--- config.mk ---
export PLATFORM = sky130hd
export DESIGN_NAME = bram_transpose_ctrl
export DESIGN_NICKNAME = d
export VERILOG_FILES = /design/src/rtl/bram_transpose_ctrl.sv
export SDC_FILE = /design/constraint.sdc
export NUM_CORES = 1
export LEC_CHECK = 0
export CORE_MARGIN = 1
export CORE_UTILIZATION = 46
export CTS_CLUSTER_DIAMETER = 60
export DETAILED_ROUTE_END_ITERATION = 16
export GPL_ROUTABILITY_DRIVEN = 0
export HOLD_SLACK_MARGIN = 0.08
export PLACE_DENSITY = 0.8
export SLEW_MARGIN = 10
export SYNTH_ARGS = -nofsm -noshare
export SYNTH_HDL_FRONTEND = slang
export SYNTH_SLANG_ARGS = --single-unit
--- constraint.sdc ---
create_clock -name clk -period 3.1 [get_ports clk]
set_input_delay 0.465 -clock clk [delete_from_list [all_inputs] [get_ports clk]]
set_output_delay 0.465 -clock clk [all_outputs]
set_load 0.03 [all_outputs]
--- src/rtl/bram_transpose_ctrl.sv ---
`default_nettype none
// +-----------------------------------------------------------------------------+
// | bram_transpose_ctrl : ping-pong BRAM tile transposer (row-major in,          |
// |                       column-major out, 1 element/cycle sustained)           |
// | Revision            : 1.0                                                    |
// +-----------------------------------------------------------------------------+
module bram_transpose_ctrl #(
  parameter  int ELEM_W = 8,
  parameter  int LOG_N  = 3,
  localparam int ADDR_W = 2*LOG_N+1
) (
  input  logic              clk,
  input  logic              rst,
  input  logic [ELEM_W-1:0] s_data,
  input  logic              s_valid,
  output logic              s_ready,
  output logic [ELEM_W-1:0] m_data,
  output logic              m_valid,
  input  logic              m_ready,
  output logic              m_last,
  output logic [ADDR_W-1:0] bram_addr_a,
  output logic [ELEM_W-1:0] bram_din_a,
  output logic              bram_we_a,
  output logic              bram_re_a,
  output logic [ADDR_W-1:0] bram_addr_b,
  output logic [ELEM_W-1:0] bram_din_b,
  output logic              bram_we_b,
  output logic              bram_re_b,
  input  logic [ELEM_W-1:0] bram_dout_b,
  output logic [1:0]        bank_full
);
  localparam int               CNT_W    = 2*LOG_N;
  localparam logic [CNT_W-1:0] LAST_IDX = {CNT_W{1'b1}};

  logic              wr_bank, rd_bank;
  logic [CNT_W-1:0]  wr_cnt, rd_cnt;
  logic              inflight, inflight_last;
  logic [1:0]        fifo_cnt;
  logic              fifo_wp, fifo_rp;
  logic [ELEM_W-1:0] fifo_data [2];
  logic [1:0]        fifo_last;
  logic              wr_fire, wr_done, rd_done, pop;
  logic [2:0]        occupancy;
  logic [1:0]        set_mask, clr_mask;

  // Write side: row-major fill of the current write bank.
  assign s_ready     = !rst && !bank_full[wr_bank];
  assign wr_fire     = s_valid && s_ready;
  assign wr_done     = wr_fire && (wr_cnt == LAST_IDX);
  assign bram_we_a   = wr_fire;
  assign bram_addr_a = wr_fire ? {wr_bank, wr_cnt} : '0;
  assign bram_din_a  = wr_fire ? s_data : '0;
  assign bram_re_a   = 1'b0;

  // Read side: a read is issued only when the 2-entry FIFO has room for it
  // after counting the read already in flight and any pop this cycle.
  assign m_valid     = (fifo_cnt != 2'd0);
  assign pop         = m_valid && m_ready;
  assign occupancy   = {1'b0, fifo_cnt} + {2'b00, inflight} - {2'b00, pop};
  assign bram_re_b   = !rst && bank_full[rd_bank] && (occupancy < 3'd2);
  assign rd_done     = bram_re_b && (rd_cnt == LAST_IDX);
  assign bram_addr_b = bram_re_b ? {rd_bank, rd_cnt[LOG_N-1:0], rd_cnt[CNT_W-1:LOG_N]} : '0;
  assign bram_din_b  = '0;
  assign bram_we_b   = 1'b0;

  assign m_data      = fifo_data[fifo_rp];
  assign m_last      = fifo_last[fifo_rp];

  assign set_mask    = wr_done ? (2'b01 << wr_bank) : 2'b00;
  assign clr_mask    = rd_done ? (2'b01 << rd_bank) : 2'b00;

  always_ff @(posedge clk) begin
    if (rst) begin
      wr_bank       <= 1'b0;
      rd_bank       <= 1'b0;
      wr_cnt        <= '0;
      rd_cnt        <= '0;
      inflight      <= 1'b0;
      inflight_last <= 1'b0;
      bank_full     <= 2'b00;
      fifo_cnt      <= 2'd0;
      fifo_wp       <= 1'b0;
      fifo_rp       <= 1'b0;
      fifo_data[0]  <= '0;
      fifo_data[1]  <= '0;
      fifo_last     <= 2'b00;
    end else begin
      if (wr_fire) begin
        wr_cnt <= wr_cnt + CNT_W'(1);
        if (wr_done) wr_bank <= ~wr_bank;
      end
      if (bram_re_b) begin
        rd_cnt <= rd_cnt + CNT_W'(1);
        if (rd_done) rd_bank <= ~rd_bank;
      end
      inflight      <= bram_re_b;
      inflight_last <= rd_done;
      bank_full     <= (bank_full | set_mask) & ~clr_mask;

      if (inflight) begin
        fifo_data[fifo_wp] <= bram_dout_b;
        fifo_last[fifo_wp] <= inflight_last;
        fifo_wp            <= ~fifo_wp;
      end
      if (pop) fifo_rp <= ~fifo_rp;

      case ({inflight, pop})
        2'b10:   fifo_cnt <= fifo_cnt + 2'd1;
        2'b01:   fifo_cnt <= fifo_cnt - 2'd1;
        default: fifo_cnt <= fifo_cnt;
      endcase
    end
  end
endmodule
`default_nettype wire

* Word level (Yosys, flattened, before mapping) *
Memory sizes are Yosys's and may differ from the RTL's. A register that Yosys moved wholly into a read port is not among the register bits.
Cells that the tools add are included.

cells by class
  reductions and logical operators = 15
  mux-type cells = 25
  $add $sub $neg = 6
  bitwise gates (word level) = 7
  eq/ne operators = 4
  shift operators = 2
  magnitude comparators = 6

operator list
  kind                                                                    count
  1-bit 2-to-1 mux                                                        16
  8-bit 2-to-1 mux                                                        2
  7-bit 2-to-1 mux                                                        2
  6-bit by 1-bit adder with 6-bit output (second input constant)          2
  6-bit equality test (second input constant)                             2
  1-bit logical AND                                                       8
  1-bit by 2-bit < comparator with 1-bit output (second input constant)   4
  8-bit OR reduction                                                      1
  2-bit 2-to-1 mux                                                        2
  1-bit NOT                                                               4
  2-bit one-hot mux with 2 select lines                                   1
  2-bit AND reduction                                                     2
  2-bit nonzero test                                                      2
  1-bit by 1-bit << shifter with 2-bit output (first input constant)      2
  2-bit by 1-bit adder with 3-bit output                                  1
  3-bit by 2-bit < comparator with 1-bit output (second input constant)   1
  3-bit by 1-bit subtractor with 3-bit output                             1
  2-bit by 1-bit adder with 2-bit output (second input constant)          1
  2-bit bitwise AND                                                       1
  2-bit bitwise mux                                                       1
  2-bit by 1-bit equality test with 1-bit output (second input constant)  1
  2-bit equality test (second input constant)                             1
  1-bit zero test                                                         2
  2-bit NOT                                                               1
  4 further kinds                                                         4

word-level totals
  logic and storage cells = 77
  bits of input ports = 20
  memories = 1
  output and inout port bits = 47
  RAM bits = 16
  flip-flop bits (word level) = 24

memories
  name       words  width  read ports  clocked after Yosys merged registers in  write ports  RTL line  RTL
  fifo_data  2      8      1           1                                        2            40        logic [ELEM_W-1:0] fifo_data [2];

* Depth between registers and ports, before layout *
  word-level depth = 9
  mapped depth = 9

* Worst setup path after synthesis *
Ideal clock, no wire load.

  kind = reg-to-output
  start = register fifo_cnt[1]
  end = output port bram_addr_b[6]
  stages on the path, launching flop included = 7
  path buffers = 0
  slack = 53 ps
  data arrival time = 2582 ps
  data required time = 2635 ps
  cell sequence = dfxtp_1 -> and3b_1 -> or2_1 -> nand2_1 -> fa_1 -> xor2_2 -> nor4b_1

on the way
  cells in the longest elaborated chain, start to end = 6

RTL lines
  element                                                                         RTL line  RTL
  from (decl)                                                                     38        logic [1:0] fifo_cnt;
  from (signal assigned)                                                          108       2'b10: fifo_cnt <= fifo_cnt + 2'd1;
  from (signal assigned)                                                          109       2'b01: fifo_cnt <= fifo_cnt - 2'd1;
  from (signal assigned)                                                          110       default: fifo_cnt <= fifo_cnt;
  branches (longest 2 deep; another with 2-bit by 1-bit adder with 3-bit output)  --
  3-bit by 1-bit subtractor with 3-bit output *                                   59        assign occupancy = {1'b0, fifo_cnt} + {2'b00, inflight} - {2'b00, pop};
  3-bit by 2-bit < comparator with 1-bit output *                                 60        assign bram_re_b = !rst && bank_full[rd_bank] && (occupancy < 3'd2);
  1-bit logical AND *                                                             60
  7-bit 2-to-1 mux *                                                              62        assign bram_addr_b = bram_re_b ? {rd_bank, rd_cnt[LOG_N-1:0], rd_cnt[CNT_W-1:LOG_N]} : '0;
  to (decl)                                                                       25        output logic [ADDR_W-1:0] bram_addr_b,

Every way passes the cells marked *.

* Worst setup path in the final report *
  start = register fifo_cnt[1]
  end = output port bram_addr_b[5]

Same word-level chain as after synthesis.

==> results.yml <==
clock_tree:
  clockBufferDepth: 2
  numClockSinks: 41
  root_buffer: "clkbuf_8"
  cts_tree: "built"
  clk_latency_ns: 0.29
  clk_pin_slew_worst_paths_ns: 0.08
  numCtsBuffers: 5
  htree_levels: 2
worst_setup_path:
  worstSetupPathType: "flip-flop to output port"
  worstReg2RegStart: "fifo_cnt[1]$_SDFFE_PP0P_"
  r2r-end: "rd_cnt[3]$_SDFFE_PP0N_"
  end_kind: "output port"
  start_kind: "flip-flop"
  reg2reg_slack_ns: 0.62
  crit_fanout: 7
  arrival_ns: 2.43
  cp.required_ns: 2.63
  reg2reg_depth: 11
synthesis:
  ys_top_cells_by_count: "36 x and2_1, 25 x dfxtp_1, 16 x edfxtp_1"
  synth_edf_count: 16
  synth_area_leader_cell: "dfxtp_1"
  synth_cells: 202
  synthDominantCellAreaShare: 0.240
  ys_types: 43
  ys_ff_latch: 41
  ys_seq_area_frac: 0.470
  syn_avg_cell_area_um2: 10.3
  netlist_area_mm2: 0.00209
  synth.most_common_cell: "and2_1"
  synthArstFlopShare: 0
  yosys_warnings: 0
  ys_top_cells_by_area: "dfxtp_1 24%, edfxtp_1 23%, and2_1 11%"
  synthFlopType: "dfxtp_1"
drt:
  drt-total-wl_mm: 3.96
  dr.pass1.iters: 4
  vias: 1590
  antenna_left: 0
  wire_per_inst_um: 12.3
  viasPerCell: 4.94
  drt-initial-drc-count: 65
  route.detailed.drc: 0
floorplan:
  die_area_mm2: 0.00481
  dieHeight_um: 69.4
  num_rows: 24
  start_util: 0.479
  die_w_um: 69.4
  io_pins: 67
  fp.coreArea_mm2: 0.00435
final_layout:
  fillers: 364
  multi_input_area_mm2: 0.00101
  syn2layout_area_growth_pct: 34.2
  antennaDiodeCount: 0
  layout-drive-gt1-share: 0.233
  finalNetCount: 292
  register_area_um2: 982
  fin_cells: 322
flow_run:
  maxCapViolCount: 0
grt:
  grt_overflow: 0
  grt_usage: 0.178
  grt_pass1_wl_mm: 6.91
  grt_pass1_vias: 1563
  grt_max_degree: 29
  antenna_found_initial: 0
min_path:
  min_from: "inflight_last$_SDFF_PP0_"
  hold_end: "fifo_last[0]$_SDFFE_PP0P_"
  worstHoldPathCells: 2
  hp-class: "flip-flop to flip-flop"
placement:
  dp_slack_ns: -0.0760
  dp_cells: 311
  portBuffers: 56
  place.detailed.hpwl_mm: 2.86
sta:
  fin_ws_ns: 0.203
  final-max-slew-violation-count: 0
  fmax_ghz: 0.345
  hold_viol: 0
  min_period_ns: 2.90
  setup_viol_count_final: 0
  worstMarginPinSlew_ns: 0.562
  rsz0062_at_grt: "false"
  skew_ns: 0.00607
  slew-limit-headroom: 0.615
  finalCritPeriodShare: 0.934
power_and_ir_drop:
  power.density_mw_per_mm2: 397
  power.leakage_nw: 1.18
  peakVddDrop_v: 0.000264
outcome:
  status: "completed"
[how the worst max path moves through the flow]
| stage | from | end | cells past startpoint |
|---|---|---|---|
| after floorplan | fifo_cnt[1]$_SDFFE_PP0P_ | bram_addr_b[6] | 6 |
| after global placement | m_ready | bram_addr_b[3] | 9 |
| after detailed placement | m_ready | bram_addr_b[2] | 9 |
| after CTS | m_ready | bram_addr_b[3] | 10 |
| after global routing | fifo_cnt[1]$_SDFFE_PP0P_ | bram_addr_b[0] | 9 |
| final | fifo_cnt[1]$_SDFFE_PP0P_ | bram_addr_b[5] | 9 |
[state kept, by name (all words and copies together), names as in the netlist, named ones only]
name / cells
fifo_data: 16
inflight: 1
fifo_wp: 1
fifo_rp: 1
inflight_last: 1
fifo_last: 2
rd_bank: 1
wr_bank: 1
fifo_cnt: 2
bank_full: 2
wr_cnt: 6
rd_cnt: 6
[layout by cell type (no fill, tap or decap), types with 2 or more instances in the layout]
cell and count:
nor2_1 14, xnor2_1 8, dfxtp_1 24, and2_1 36, buf_6 2, nand4_1 5
inv_1 5, nand3_1 3, ha_1 2, nand2b_1 7, nand2_1 11, clkdlybuf4s50_1 31
o21ai_1 2, edfxtp_1 16, a211oi_1 2, buf_4 35, o21ai_0 2, nor3b_1 2
mux2i_1 8, mux2_2 9, clkbuf_8 5, nor3_1 4, a21oi_1 2, conb_1 10
a21o_1 2
[report_power, final]
group          internal (mW)  switching, mW  leakage (nW)
Combinational         0.0468         0.0625         0.755
Clock                  0.241          0.191        0.0543
Sequential             0.567        0.00365         0.367
Total                  0.854          0.257          1.18
[repair_timing]
| item | in CTS | in global routing |
|---|---|---|
| hold buffers | 0 | 0 |
| buffers inserted | 1 | 2 |
| pin swaps | 1 | 2 |
| setup endpoints to repair | 7 | 8 |
| gates resized for setup | 2 | 4 |
[critical path, stage by stage, from the launching register on]
cell and delay [ns]:
dfxtp_2 0.44, and3b_1 0.20, or2_1 0.12, nand2_1 0.08, fa_2 0.39, xor2_2 0.18
nor4b_4 0.27, buf_4 0.17, and2_1 0.13, buf_4 0.16
[routing by layer]
metal	up-vias	global-route usage	wire length, um
met4	0	0.0544	45
met3	7	0.0465	173
met2	44	0.315	2030
met5	-	0	0
li1	798	-	-
met1	741	0.210	1710
[cell type report]
| cell class | instances | area share |
|---|---|---|
| clock buffer | 5 | 0.0246 |
| clock inverter | 3 | 0.0165 |
| timing repair buffer | 69 | 0.217 |
| inverter | 5 | 0.00670 |
| multi-input combinational | 147 | 0.361 |
| tap | 52 | 0.0232 |
| sequential | 41 | 0.351 |
[cells by family after synthesis]
kind of cell,count (synthesis),synth area share
AND/OR/NAND/NOR,95,0.271
flip-flops,41,0.470
buffers and inverters,23,0.0653
multiplexers,17,0.0869
AO/OA/AOI/OAI,12,0.0378
XOR/XNOR,10,0.0456
adder cells (fa/ha/maj),3,0.0216
other,1,0.00180
[through the flow]
step | hold slack [ns] | total power [mW] | cell area (um2) | util | setup TNS [ns]
after detailed placement | 0.452 | 0.693 | 2640 | 0.607 | -0.479
after CTS | 0.460 | 1.12 | 2780 | 0.637 | 0
after global placement | 0.442 | 0.691 | 2640 | 0.607 | -0.0603
after global routing | 0.475 | 1.15 | 2800 | 0.643 | 0
after floorplan | 0.430 | 0.653 | 2120 | - | 0
final | 0.459 | 1.11 | 2800 | 0.643 | 0
Power figures use the tool's default switching activity.
